### config.mk
export PLATFORM = sky130hd
export DESIGN_NAME = hub75_panel_capture
export DESIGN_NICKNAME = d
export VERILOG_FILES = /design/src/rtl/hub75_pkg.sv /design/src/rtl/hub75_in_sync.sv /design/src/rtl/hub75_panel_capture.sv
export SDC_FILE = /design/constraint.sdc
export NUM_CORES = 1
export LEC_CHECK = 0
export BUFFER_PORTS_ARGS = -buffer_cell sky130_fd_sc_hd__buf_2
export CAP_MARGIN = 40
export CORE_ASPECT_RATIO = 0.9
export CORE_UTILIZATION = 32
export CTS_BUF_LIST = sky130_fd_sc_hd__clkbuf_8
export CTS_CLUSTER_DIAMETER = 80
export DETAILED_ROUTE_END_ITERATION = 8
export HOLD_SLACK_MARGIN = 0.08
export PLACE_DENSITY = 0.45
export SETUP_SLACK_MARGIN = 0.3
export SLEW_MARGIN = 20
export SYNTH_ARGS = -nofsm -noshare
export SYNTH_HDL_FRONTEND = slang
export SYNTH_SLANG_ARGS = --single-unit
### constraint.sdc
create_clock -name clk -period 29.6 [get_ports clk]
set_input_delay 5.92 -clock clk [delete_from_list [all_inputs] [get_ports clk]]
set_output_delay 5.92 -clock clk [all_outputs]
set_load 0.05 [all_outputs]
### src/rtl/hub75_pkg.sv
// Shared types and constants for the HUB75 receive path.
package hub75_pkg;

    localparam int COLS_DEF = 32;

    // Bit positions inside a pixel, matching the order of the panel data pins.
    localparam int R0 = 5;
    localparam int G0 = 4;
    localparam int B0 = 3;
    localparam int R1 = 2;
    localparam int G1 = 1;
    localparam int B1 = 0;

    typedef logic [5:0] pixel_t;

    typedef enum logic {
        ST_IDLE  = 1'b0,
        ST_DRAIN = 1'b1
    } state_t;

endpackage

### src/rtl/hub75_in_sync.sv
// Multi-stage synchronizer for one asynchronous level, with a one-cycle rising-edge pulse.
module hub75_in_sync #(
    parameter int STAGES = 2
) (
    input  logic clk,
    input  logic rst,
    input  logic d,
    output logic rise
);

    logic [STAGES-1:0] sync_q;
    logic [STAGES-1:0] sync_d;
    logic              prev_q;
    logic              prev_d;

    always_comb begin
        sync_d = {sync_q[STAGES-2:0], d};
        prev_d = sync_q[STAGES-1];
    end

    always_ff @(posedge clk or posedge rst) begin
        if (rst) begin
            sync_q <= '0;
            prev_q <= 1'b0;
        end else begin
            sync_q <= sync_d;
            prev_q <= prev_d;
        end
    end

    assign rise = sync_q[STAGES-1] & ~prev_q;

endmodule

### src/rtl/hub75_panel_capture.sv
// HUB75 panel emulator: rebuilds shifted rows from the panel bus and streams each
// committed row to a framebuffer write port, with length/overrun/OE monitoring.
module hub75_panel_capture
    import hub75_pkg::*;
#(
    parameter int COLS        = COLS_DEF,
    parameter int ADDR_W      = 3,
    parameter int SYNC_STAGES = 2,
    parameter int OE_CNT_W    = 16
) (
    input  logic                            clk,
    input  logic                            rst,
    input  logic                            hub_clk,
    input  logic                            hub_lat,
    input  logic                            hub_oe,
    input  logic [ADDR_W-1:0]               hub_addr,
    input  logic [5:0]                      hub_rgb,
    output logic                            wr_valid,
    input  logic                            wr_ready,
    output logic [ADDR_W+$clog2(COLS)-1:0]  wr_addr,
    output logic [5:0]                      wr_data,
    output logic                            row_done,
    output logic                            frame_start,
    output logic                            len_err,
    output logic                            overrun,
    output logic [OE_CNT_W-1:0]             oe_cycles
);

    localparam int COL_W = $clog2(COLS);
    localparam int PIX_W = $clog2(COLS + 2);
    localparam logic [PIX_W-1:0] PIX_FULL = PIX_W'(COLS);
    localparam logic [PIX_W-1:0] PIX_MAX  = PIX_W'(COLS + 1);
    localparam logic [COL_W-1:0] COL_LAST = COL_W'(COLS - 1);

    logic clk_rise;
    logic lat_rise;

    hub75_in_sync #(.STAGES(SYNC_STAGES)) u_clk_sync (
        .clk  (clk),
        .rst  (rst),
        .d    (hub_clk),
        .rise (clk_rise)
    );

    hub75_in_sync #(.STAGES(SYNC_STAGES)) u_lat_sync (
        .clk  (clk),
        .rst  (rst),
        .d    (hub_lat),
        .rise (lat_rise)
    );

    // Data, address and OE are delayed by the same depth so they line up with the edges.
    pixel_t                 rgb_pipe_q  [SYNC_STAGES];
    pixel_t                 rgb_pipe_d  [SYNC_STAGES];
    logic [ADDR_W-1:0]      addr_pipe_q [SYNC_STAGES];
    logic [ADDR_W-1:0]      addr_pipe_d [SYNC_STAGES];
    logic [SYNC_STAGES-1:0] oe_pipe_q;
    logic [SYNC_STAGES-1:0] oe_pipe_d;

    always_comb begin
        rgb_pipe_d[0]  = hub_rgb;
        addr_pipe_d[0] = hub_addr;
        for (int i = 1; i < SYNC_STAGES; i++) begin
            rgb_pipe_d[i]  = rgb_pipe_q[i-1];
            addr_pipe_d[i] = addr_pipe_q[i-1];
        end
        oe_pipe_d = {oe_pipe_q[SYNC_STAGES-2:0], hub_oe};
    end

    // OE pipe resets to the inactive (high) level so reset does not count as on-time.
    always_ff @(posedge clk or posedge rst) begin
        if (rst) begin
            rgb_pipe_q  <= '{default: '0};
            addr_pipe_q <= '{default: '0};
            oe_pipe_q   <= '1;
        end else begin
            rgb_pipe_q  <= rgb_pipe_d;
            addr_pipe_q <= addr_pipe_d;
            oe_pipe_q   <= oe_pipe_d;
        end
    end

    pixel_t            rgb_s;
    logic [ADDR_W-1:0] addr_s;
    logic              oe_s;

    assign rgb_s  = rgb_pipe_q[SYNC_STAGES-1];
    assign addr_s = addr_pipe_q[SYNC_STAGES-1];
    assign oe_s   = oe_pipe_q[SYNC_STAGES-1];

    pixel_t              shift_q [COLS];
    pixel_t              shift_d [COLS];
    pixel_t              hold_q  [COLS];
    pixel_t              hold_d  [COLS];
    state_t              state_q, state_d;
    logic [COL_W-1:0]    idx_q, idx_d;
    logic [ADDR_W-1:0]   row_q, row_d;
    logic [PIX_W-1:0]    pix_cnt_q, pix_cnt_d;
    logic [OE_CNT_W-1:0] oe_cnt_q, oe_cnt_d;
    logic [OE_CNT_W-1:0] oe_cycles_q, oe_cycles_d;
    logic                prev_valid_q, prev_valid_d;
    logic [ADDR_W-1:0]   prev_row_q, prev_row_d;
    logic                row_done_q, row_done_d;
    logic                frame_start_q, frame_start_d;
    logic                len_err_q, len_err_d;
    logic                overrun_q, overrun_d;

    always_comb begin
        shift_d       = shift_q;
        hold_d        = hold_q;
        state_d       = state_q;
        idx_d         = idx_q;
        row_d         = row_q;
        pix_cnt_d     = pix_cnt_q;
        oe_cnt_d      = oe_cnt_q;
        oe_cycles_d   = oe_cycles_q;
        prev_valid_d  = prev_valid_q;
        prev_row_d    = prev_row_q;
        row_done_d    = 1'b0;
        frame_start_d = 1'b0;
        len_err_d     = 1'b0;
        overrun_d     = 1'b0;

        // New pixels enter at col 0, so the first pixel of a row ends up in the last column.
        if (clk_rise) begin
            for (int i = 1; i < COLS; i++) begin
                shift_d[i] = shift_q[i-1];
            end
            shift_d[0] = rgb_s;
            if (pix_cnt_q != PIX_MAX) begin
                pix_cnt_d = pix_cnt_q + PIX_W'(1);
            end
        end

        if (!oe_s && (oe_cnt_q != '1)) begin
            oe_cnt_d = oe_cnt_q + OE_CNT_W'(1);
        end

        if ((state_q == ST_DRAIN) && wr_ready) begin
            if (idx_q == COL_LAST) begin
                idx_d      = '0;
                state_d    = ST_IDLE;
                row_done_d = 1'b1;
            end else begin
                idx_d = idx_q + COL_W'(1);
            end
        end

        // Commit sees shift_d so a pixel edge in the same cycle is part of the row.
        if (lat_rise) begin
            len_err_d   = (pix_cnt_d != PIX_FULL);
            pix_cnt_d   = '0;
            oe_cycles_d = oe_cnt_q;
            oe_cnt_d    = '0;
            if (state_q == ST_IDLE) begin
                hold_d        = shift_d;
                row_d         = addr_s;
                idx_d         = '0;
                state_d       = ST_DRAIN;
                frame_start_d = (addr_s == '0) && (!prev_valid_q || (prev_row_q != '0));
                prev_valid_d  = 1'b1;
                prev_row_d    = addr_s;
            end else begin
                overrun_d = 1'b1;
            end
        end
    end

    always_ff @(posedge clk or posedge rst) begin
        if (rst) begin
            shift_q       <= '{default: '0};
            hold_q        <= '{default: '0};
            state_q       <= ST_IDLE;
            idx_q         <= '0;
            row_q         <= '0;
            pix_cnt_q     <= '0;
            oe_cnt_q      <= '0;
            oe_cycles_q   <= '0;
            prev_valid_q  <= 1'b0;
            prev_row_q    <= '0;
            row_done_q    <= 1'b0;
            frame_start_q <= 1'b0;
            len_err_q     <= 1'b0;
            overrun_q     <= 1'b0;
        end else begin
            shift_q       <= shift_d;
            hold_q        <= hold_d;
            state_q       <= state_d;
            idx_q         <= idx_d;
            row_q         <= row_d;
            pix_cnt_q     <= pix_cnt_d;
            oe_cnt_q      <= oe_cnt_d;
            oe_cycles_q   <= oe_cycles_d;
            prev_valid_q  <= prev_valid_d;
            prev_row_q    <= prev_row_d;
            row_done_q    <= row_done_d;
            frame_start_q <= frame_start_d;
            len_err_q     <= len_err_d;
            overrun_q     <= overrun_d;
        end
    end

    pixel_t beat_px;
    assign beat_px = hold_q[idx_q];

    assign wr_valid    = (state_q == ST_DRAIN);
    assign wr_addr     = {row_q, idx_q};
    assign wr_data     = {beat_px[R0], beat_px[G0], beat_px[B0],
                          beat_px[R1], beat_px[G1], beat_px[B1]};
    assign row_done    = row_done_q;
    assign frame_start = frame_start_q;
    assign len_err     = len_err_q;
    assign overrun     = overrun_q;
    assign oe_cycles   = oe_cycles_q;

endmodule

==> metrics <==
synthesis-to-layout area growth=14.59%; number of buffers inserted for hold repair after clock tree synthesis=0; dominant combinational cell family by area after synthesis=multiplexers; total grt overflow=0; post-DR vias/cell=4.706; worst-path maximum fanout=40; reg-to-reg critical path endpoint=hold_q[190]$_DFFE_PP0P_; simple logic cell fraction of the synthesized area=0.1502; largest voltage drop on the vdd net=0.03212 mV; total via count in the routed design=11,906; result of the run=completed; initial core utilization=0.3249; CTS tree=done; average routed wire per standard cell=16.64 um; number of levels in the clock H-tree=3; Crit Path Class=reg -> out; maxcap violations=0; placer's final routability congestion estimate=0.7364; # port buffers=49; vertical extent of the die=233.5 um; Slew HR=0.4571; clk_skew=17.32 ps; TritonCTS buffer count=77; top-level I/O count=50; Final Util=0.3723; ys flop type=sky130_fd_sc_hd__dfrtp_1; share of the clock period used by the worst path after layout=0.3260; highest achievable clock rate=0.1036 GHz; Min-Delay Path Class=reg -> reg; Final min period=9650 ps; instance count of the mapped netlist=1,636; post-cts sizing count=0; worst hold path depth=0; final-report hold violation count=0; minimum setup slack in the final design=19,950 ps; Hold Crit Start=rgb_pipe_d[1]$_DFF_PP0_; TritonCTS sink count=462; type of element launching the critical path=register; post-synthesis share of cell area spent on xor and xnor gates=0.001838; antenna-violating nets left=0; clock edge transition at the registers on the reported setup and hold paths=60 ps; share of flip-flops with an asynchronous set or reset=1.000; synth top area cells=sky130_fd_sc_hd__dfrtp_1 60%, sky130_fd_sc_hd__nand2_1 13%, sky130_fd_sc_hd__mux2_2 12%; post-synthesis sequential area ratio=0.6068; most frequently used cell type in the post-synthesis netlist=sky130_fd_sc_hd__nand2_1; setup total negative slack=0 ps; number of failing setup endpoints in the final timing report=0; vias in the first global route=12,421; placeable core region=0.05865 sq mm; Pwr Density=72.74 mW/mm^2; total of flip-flops plus latches after synthesis=462; Setup Slack @ Placement=20,490 ps; Worst Path Required=23,680 ps; Synth top area share=0.6041; Yosys warnings=0; pin slew with the least headroom to its limit=814.3 ps; num rows=84; setup slack, reg-to-reg=26,520 ps; proportion of synthesized area in mux cells=0.1782; post-synth design cell area=0.01906 sq mm; most instantiated cells after synthesis=648 x sky130_fd_sc_hd__nand2_1, 460 x sky130_fd_sc_hd__dfrtp_1, 198 x sky130_fd_sc_hd__mux2_2, 36 x sky130_fd_sc_hd__clkbuf_1; fraction of the mapped netlist area in adder cells=0.003283; HPWL reported at the end of detailed placement=24,740 um; post-synthesis average cell area=11.65 sq um; synthesized-area fraction occupied by ao, oa, aoi and oai cells=0.03329; nets=1,721; share of final-layout standard cells stronger than drive strength 1=0.2462; max-slew violations=0; total of fill cells in the finished design=5,852; data arrival time of the critical path=3730 ps; setup repair after global routing missed its margin=no; postcts setup bufs=0; Initial DRT Pass Iterations=4; CTS max path bufs=3; initial antenna violation count=2; Die Width=259.2 um; wirelength, routed=42,100 um; global-route wire length before repair=69,970 um; number of remaining DRC errors=0; clock root buffer master=sky130_fd_sc_hd__clkbuf_8; Die Footprint=0.06053 sq mm; largest net degree at the start of global routing=184; later-pin clock latency in the skew report=650 ps; leakage dissipation=0.01132 uW; syn_nets=1,656; cell type contributing the most total cell area after synthesis=sky130_fd_sc_hd__dfrtp_1; count of cells along the worst register-to-register path=8; Unique masters post-synth=59; number of synthesized flops with an enable pin=0; Min-Delay Endpoint=rgb_s[1]$_DFF_PP0_; GRT Overall Usage=0.1466; endpoint kind of the worst setup timing path=output port; detailed router's first-iteration violation count=817; beginning of the worst register-to-register path=u_clk_sync.sync_q[1]$_DFF_PP0_
## layout by cell type (no fill, tap or decap), types with 10 or more instances in the layout
cell and n:
sky130_fd_sc_hd__dfrtp_1 458, sky130_fd_sc_hd__inv_1 26, sky130_fd_sc_hd__mux4_2 23, sky130_fd_sc_hd__a211oi_1 15, sky130_fd_sc_hd__clkbuf_8 101, sky130_fd_sc_hd__o21ai_0 13
sky130_fd_sc_hd__mux4_1 10, sky130_fd_sc_hd__buf_2 49, sky130_fd_sc_hd__nand2_1 648, sky130_fd_sc_hd__a21oi_1 14, sky130_fd_sc_hd__mux2i_1 31, sky130_fd_sc_hd__mux2_2 198
sky130_fd_sc_hd__nor2_1 15, sky130_fd_sc_hd__buf_4 14
## cells by family after synthesis
kind of cell	Yosys count
flip-flops	462
AO/OA/AOI/OAI	89
adder cells (fa/ha/maj)	5
multiplexers	265
XOR/XNOR	4
AND/OR/NAND/NOR	713
buffers and inverters	98
## cell type report
cell class,instances,area [sq um],share of cell area
multi-input combinational,1076,7014,0.3212
antenna,1,2.502,0.0001146
timing repair buffer,79,698.2,0.03197
sequential,462,11570,0.5298
tap,774,968.4,0.04435
inverter,5,26.28,0.001203
clock inverter,32,167.7,0.007678
clock buffer,101,1390,0.06366
## critical path, stage by stage, from the launching register on
cell,delay (ps)
sky130_fd_sc_hd__dfrtp_4,750
sky130_fd_sc_hd__buf_4,720
sky130_fd_sc_hd__mux4_1,660
sky130_fd_sc_hd__a22o_1,250
sky130_fd_sc_hd__a211oi_1,320
sky130_fd_sc_hd__a21oi_1,120
sky130_fd_sc_hd__buf_2,240
## stage by stage
step / hold slack (ps) / total power (uW) / cells / cell area, sq um
6_report: 343.0 / 1588 / 2530 / 21840
5_1_grt: 355.7 / 1680 / 2530 / 21840
4_1_cts: 351.5 / 1622 / 2526 / 21770
3_5_place_dp: 337.8 / 1035 / 2393 / 20220
3_3_place_gp: 335.2 / 1021 / 2381 / 19950
2_1_floorplan: 331.2 / 944.0 / 1636 / 19060
## power by group
group	leakage (uW)	internal (uW)	switching (uW)
Sequential	0.00630	692	49.2
Clock	0.000890	313	257
Combinational	0.00413	99.9	178
Total	0.0113	1100	484
## routing by layer
layer / vias to the layer above / track usage / wire length (um)
met5: - / 0 / 12
met4: 2 / 0.04982 / 1002
met3: 75 / 0.03635 / 1625
met2: 186 / 0.2130 / 17810
met1: 5997 / 0.2115 / 21650
li1: 5646 / - / -
## state kept, by name, indices dropped and copies added, names as in the netlist, 5 cells and up
register    cells
hold_q        192
idx_q           5
oe_cnt_q       16
oe_cycles      16
pix_cnt_q       6
rgb_pipe_d      6
rgb_s           6
shift_q       192
## worst max-delay path by stage
stage,slack (ps),endpoint,startpoint,cells after the start
6_report,19950,wr_data[0],idx_q[0]$_DFF_PP0_,6
5_1_grt,19590,wr_data[0],idx_q[0]$_DFF_PP0_,6
4_1_cts,19730,wr_data[0],idx_q[0]$_DFF_PP0_,6
3_5_place_dp,20490,wr_data[0],idx_q[0]$_DFF_PP0_,6
3_3_place_gp,20520,wr_data[0],idx_q[0]$_DFF_PP0_,6
2_1_floorplan,10800,addr_pipe_d[0]$_DFF_PP0_,rst,1
Power figures use the tool's default switching activity.
